--- src/rtl/tdm_demultiplexer.sv ---
// tdm_demultiplexer
//   Receive side of a 4:1 word multiplexer. Each valid input word is registered
//   into one of four output lanes. The lane comes either from sel (manual mode)
//   or from an internal slot counter (auto mode). The block tracks which lanes
//   have been written in the current frame. It pulses frame_done once all four
//   lanes are written, and pulses overrun when a lane is rewritten within the
//   same frame.
//
// Ports:
//   clk          rising-edge clock
//   rst_n        synchronous active-low reset
//   din          multiplexed input word
//   din_valid    din consumed at this edge
//   sel          target lane in manual mode
//   auto_mode    1 = slot counter picks lane, 0 = sel picks lane
//   frame_start  auto mode: force lane 0 and restart the frame
//   y0..y3       registered lane outputs
//   lane_valid   lanes written in the current frame
//   slot         next lane in auto mode
//   frame_done   one-cycle pulse when all four lanes are written
//   overrun      one-cycle pulse when a lane is rewritten within a frame
module tdm_demultiplexer #(
    parameter int unsigned WIDTH = 4
) (
    input  logic             clk,
    input  logic             rst_n,
    input  logic [WIDTH-1:0] din,
    input  logic             din_valid,
    input  logic [1:0]       sel,
    input  logic             auto_mode,
    input  logic             frame_start,
    output logic [WIDTH-1:0] y0,
    output logic [WIDTH-1:0] y1,
    output logic [WIDTH-1:0] y2,
    output logic [WIDTH-1:0] y3,
    output logic [3:0]       lane_valid,
    output logic [1:0]       slot,
    output logic             frame_done,
    output logic             overrun
);

    logic [WIDTH-1:0] y_q [4];
    logic [WIDTH-1:0] y_d [4];
    logic [3:0]       lane_valid_q, lane_valid_d;
    logic [1:0]       slot_q, slot_d;
    logic             frame_done_q, frame_done_d;
    logic             overrun_q, overrun_d;
    logic             mode_q, mode_d;

    logic [3:0] base_valid;
    logic [1:0] base_slot;
    logic [3:0] next_valid;
    logic [1:0] lane;
    logic       restart;

    always_comb begin
        // A mode change discards bookkeeping before this edge's word is handled.
        base_valid = (auto_mode != mode_q) ? 4'b0000 : lane_valid_q;
        base_slot  = (auto_mode != mode_q) ? 2'd0 : slot_q;

        restart = auto_mode && frame_start;
        if (!auto_mode) begin
            lane = sel;
        end else if (frame_start) begin
            lane = 2'd0;
        end else begin
            lane = base_slot;
        end

        for (int i = 0; i < 4; i++) begin
            y_d[i] = y_q[i];
        end
        lane_valid_d = base_valid;
        slot_d       = base_slot;
        frame_done_d = 1'b0;
        overrun_d    = 1'b0;
        mode_d       = auto_mode;
        next_valid   = base_valid;

        if (din_valid) begin
            y_d[lane] = din;
            if (restart) begin
                next_valid = 4'b0001;
            end else begin
                next_valid = base_valid | (4'b0001 << lane);
                overrun_d  = base_valid[lane];
            end
            if (next_valid == 4'b1111) begin
                frame_done_d = 1'b1;
                lane_valid_d = 4'b0000;
            end else begin
                lane_valid_d = next_valid;
            end
            if (auto_mode) begin
                slot_d = lane + 2'd1;
            end
        end
    end

    always_ff @(posedge clk) begin
        if (!rst_n) begin
            for (int i = 0; i < 4; i++) begin
                y_q[i] <= '0;
            end
            lane_valid_q <= 4'b0000;
            slot_q       <= 2'd0;
            frame_done_q <= 1'b0;
            overrun_q    <= 1'b0;
            mode_q       <= 1'b0;
        end else begin
            for (int i = 0; i < 4; i++) begin
                y_q[i] <= y_d[i];
            end
            lane_valid_q <= lane_valid_d;
            slot_q       <= slot_d;
            frame_done_q <= frame_done_d;
            overrun_q    <= overrun_d;
            mode_q       <= mode_d;
        end
    end

    assign y0         = y_q[0];
    assign y1         = y_q[1];
    assign y2         = y_q[2];
    assign y3         = y_q[3];
    assign lane_valid = lane_valid_q;
    assign slot       = slot_q;
    assign frame_done = frame_done_q;
    assign overrun    = overrun_q;

endmodule

--- config.mk ---
export PLATFORM = sky130hd
export DESIGN_NAME = tdm_demultiplexer
export DESIGN_NICKNAME = d
export VERILOG_FILES = /design/src/rtl/tdm_demultiplexer.sv
export SDC_FILE = /design/constraint.sdc
export NUM_CORES = 1
export LEC_CHECK = 0
export CAP_MARGIN = 20
export CELL_PAD_IN_SITES_DETAIL_PLACEMENT = 0
export CELL_PAD_IN_SITES_GLOBAL_PLACEMENT = 1
export CORE_MARGIN = 3
export CORE_UTILIZATION = 30
export DETAILED_ROUTE_END_ITERATION = 8
export PLACE_DENSITY_LB_ADDON = 0.12
export SLEW_MARGIN = 0
export SYNTH_ARGS = -nofsm -noshare
export SYNTH_HDL_FRONTEND = slang
export SYNTH_SLANG_ARGS = --single-unit
export TNS_END_PERCENT = 10
--- constraint.sdc ---
create_clock -name clk -period 2.5 [get_ports clk]
set_input_delay 0.625 -clock clk [delete_from_list [all_inputs] [get_ports clk]]
set_output_delay 0.625 -clock clk [all_outputs]
set_load 0.1 [all_outputs]
==> flow_metrics.tcl <==
set metrics [dict create \
    outcome "finished clean" \
    syn_nets 150 \
    syn_area_mm2 0.00123 \
    syn_inst 136 \
    grt_pass1_wl_mm 5.07 \
    dpl.hpwl_mm 2.40 \
    finalSetupViolCount 0 \
    hold_class "flop to flop" \
    postSynth.asyncResetShare 0 \
    area_growth_pct 37.3 \
    end_kind "flop" \
    holdBufCountCts 0 \
    crit_family "compound AO/OA/AOI/OAI gates" \
    cp.arrival_ps 2510 \
    synthDistinctLibCells 38 \
    die_w_um 69.9 \
    critPathKind "input port to flop" \
    cts_tree "built" \
    core_mm2 0.00380 \
    synth_ff_type "dfxtp_1" \
    critPathMaxStageDelay_ps 470 \
    syn_area_per_cell_um2 9.02 \
    max-vdd-ir-drop_mv 0.254 \
    critPathLaunchType "input port" \
    drt-pass1-iter-count 4 \
    layout_commonest_cell "buf_4" \
    hold_violations 0 \
    ys_seq_area_frac 0.408 \
    fin_skew_ps 1.26 \
    cp_cell_sequence "clkdlybuf4s50_1, and2b_4, a31oi_4, ha_1, nor2_1, o21a_1, nor3_2, o211ai_2, o2111a_1" \
    cts_inserted_buffers 3 \
    utilization 0.443 \
    post_drt_wl_per_cell_um 13.1 \
    h-tree-depth 1 \
    yosys_warnings 0 \
    die_h_um 69.9 \
    io_buffers 34 \
    cts-root-buf "clkbuf_8" \
    rows 22 \
    p_per_area_mw_per_mm2 528 \
    clockBufferDepth 2 \
    max_clock_freq_ghz 0.426 \
    fin_crit_sh 0.939 \
    finalPower_uw 890 \
    path_max_fanout 4 \
    max_slew.worst_pin.slew_ps 291 \
    grt_max_degree 16 \
    ctsResizeCount 0 \
    rsz0062_at_grt "no" \
    grt_pass1_vias 1065 \
    clkTransAtPathRegs_ps 80 \
    fill_cells 387 \
    drv_slew 0 \
    grtUsageTotal 0.125 \
    synth_seq_cells 25 \
    slowest_stage "clkdlybuf4s50_1" \
    critPathBufInv 1 \
    power.leakage_uw 0.000719 \
    placed_cells 225 \
    worstPathRequired_ps 2660 \
    initial_utilization 0.323 \
    slew_headroom 0.805 \
    overflow 0 \
    maxCapViolCount 0 \
    netlist_top_cells_area "dfxtp_1 41%, a21boi_0 7.3%, nand2_1 6.4%" \
    ios 35 \
    cts_setup_buffers 0 \
    post-synth-top-area-cell "dfxtp_1" \
    netlist.area_leader.share 0.408 \
    fin_ws_ps 154 \
    period_needed_ps 2350 \
    antenna_cells 0 \
    hold_slack_ps 468 \
    drive_gt1_frac 0.287 \
    vias 1122 \
    final_cells 229 \
    first_iter_violations 56 \
    fin_nets 196 \
    viasPerCell 4.90 \
    place_ws_ps -129 \
    totalWireLength_mm 2.99 \
    drcViolationCount 0 \
    die_area_mm2 0.00489 \
    clk_latency_ps 260 \
    postRouteAntennaNets 0 \
    antenna_found_initial 0 \
    final_cell_mix "39 x buf_4, 25 x dfxtp_1, 21 x nand2_1" \
    synth_edf_count 0 \
    gp_congestion 0.815 \
    clock_sinks 25 \
]
[final timing paths]
check / depth (start not counted) / startpoint / slack, ps / endpoint
min reg2reg: 2 / y_q[0][1]$_SDFFE_PN0P_ / 470 / y_q[0][1]$_SDFFE_PN0P_
max: 9 / frame_start / 150 / lane_valid[2]$_SDFF_PN0_
min: 2 / y_q[0][1]$_SDFFE_PN0P_ / 470 / y_q[0][1]$_SDFFE_PN0P_
max reg2reg: 8 / mode_q$_SDFF_PN0_ / 700 / lane_valid[2]$_SDFF_PN0_
[cell type report]
cell class	count	area, um^2	share of cell area
multi-input cells	100	674	0.400
flip-flops and latches	25	500	0.297
repair buffers	49	393	0.233
well taps	48	60.1	0.0357
clock buffers	4	45.0	0.0267
inverters	3	11.3	0.00669
[worst reg2reg max path: cells and delay by family, from the launching register on]
kind | cells | cell delay [ps]
AOI/OAI and AO/OA | 4 | 750
adders and majority gates | 1 | 180
and+or+nand+nor | 3 | 440
DFF | 1 | 320
[layer usage]
layer / up-vias / routed length, um / GRT usage
li1: 564 / - / -
met1: 530 / 1500 / 0.170
met2: 26 / 1330 / 0.197
met3: 2 / 144 / 0.0345
met4: 0 / 13 / 0.0255
met5: - / 0 / 0
[kinds of logic after synthesis]
logic type	count (synthesis)	synth area share
buf+inv	11	0.0418
compound gates	32	0.210
flops	25	0.408
simple gates	58	0.247
fa+ha+maj	3	0.0306
mux	6	0.0490
xor+xnor	1	0.0133
[power breakdown]
part           switching, uW  total [uW]  internal (uW)
registers               10.1         421            411
clock network            120         234            114
logic                    157         235           77.7
[cell usage after synthesis, drive strengths merged, types with 2 or more instances]
cell,instances
nor3b,3
a21boi,12
nor2,3
clkbuf,4
nand3,15
ha,3
nor2b,7
dfxtp,25
inv,3
nand2,21
nor3,2
and2,2
buf,4
a22o,2
a31oi,2
a21oi,6
o21ai,3
mux2i,6
[sequential cells by signal, indices dropped and copies added, names as in the netlist]
register,count
overrun,1
lane_valid,4
y_q,16
frame_done,1
mode_q,1
slot,2
[stage by stage]
step           instance area (um^2)  setup TNS, ps
2_1_floorplan                  1230              0
3_3_place_gp                   1640           -259
3_5_place_dp                   1640           -365
4_1_cts                        1680              0
5_1_grt                        1680              0
6_report                       1680              0
No activity file was read; power rests on OpenSTA's default activity.
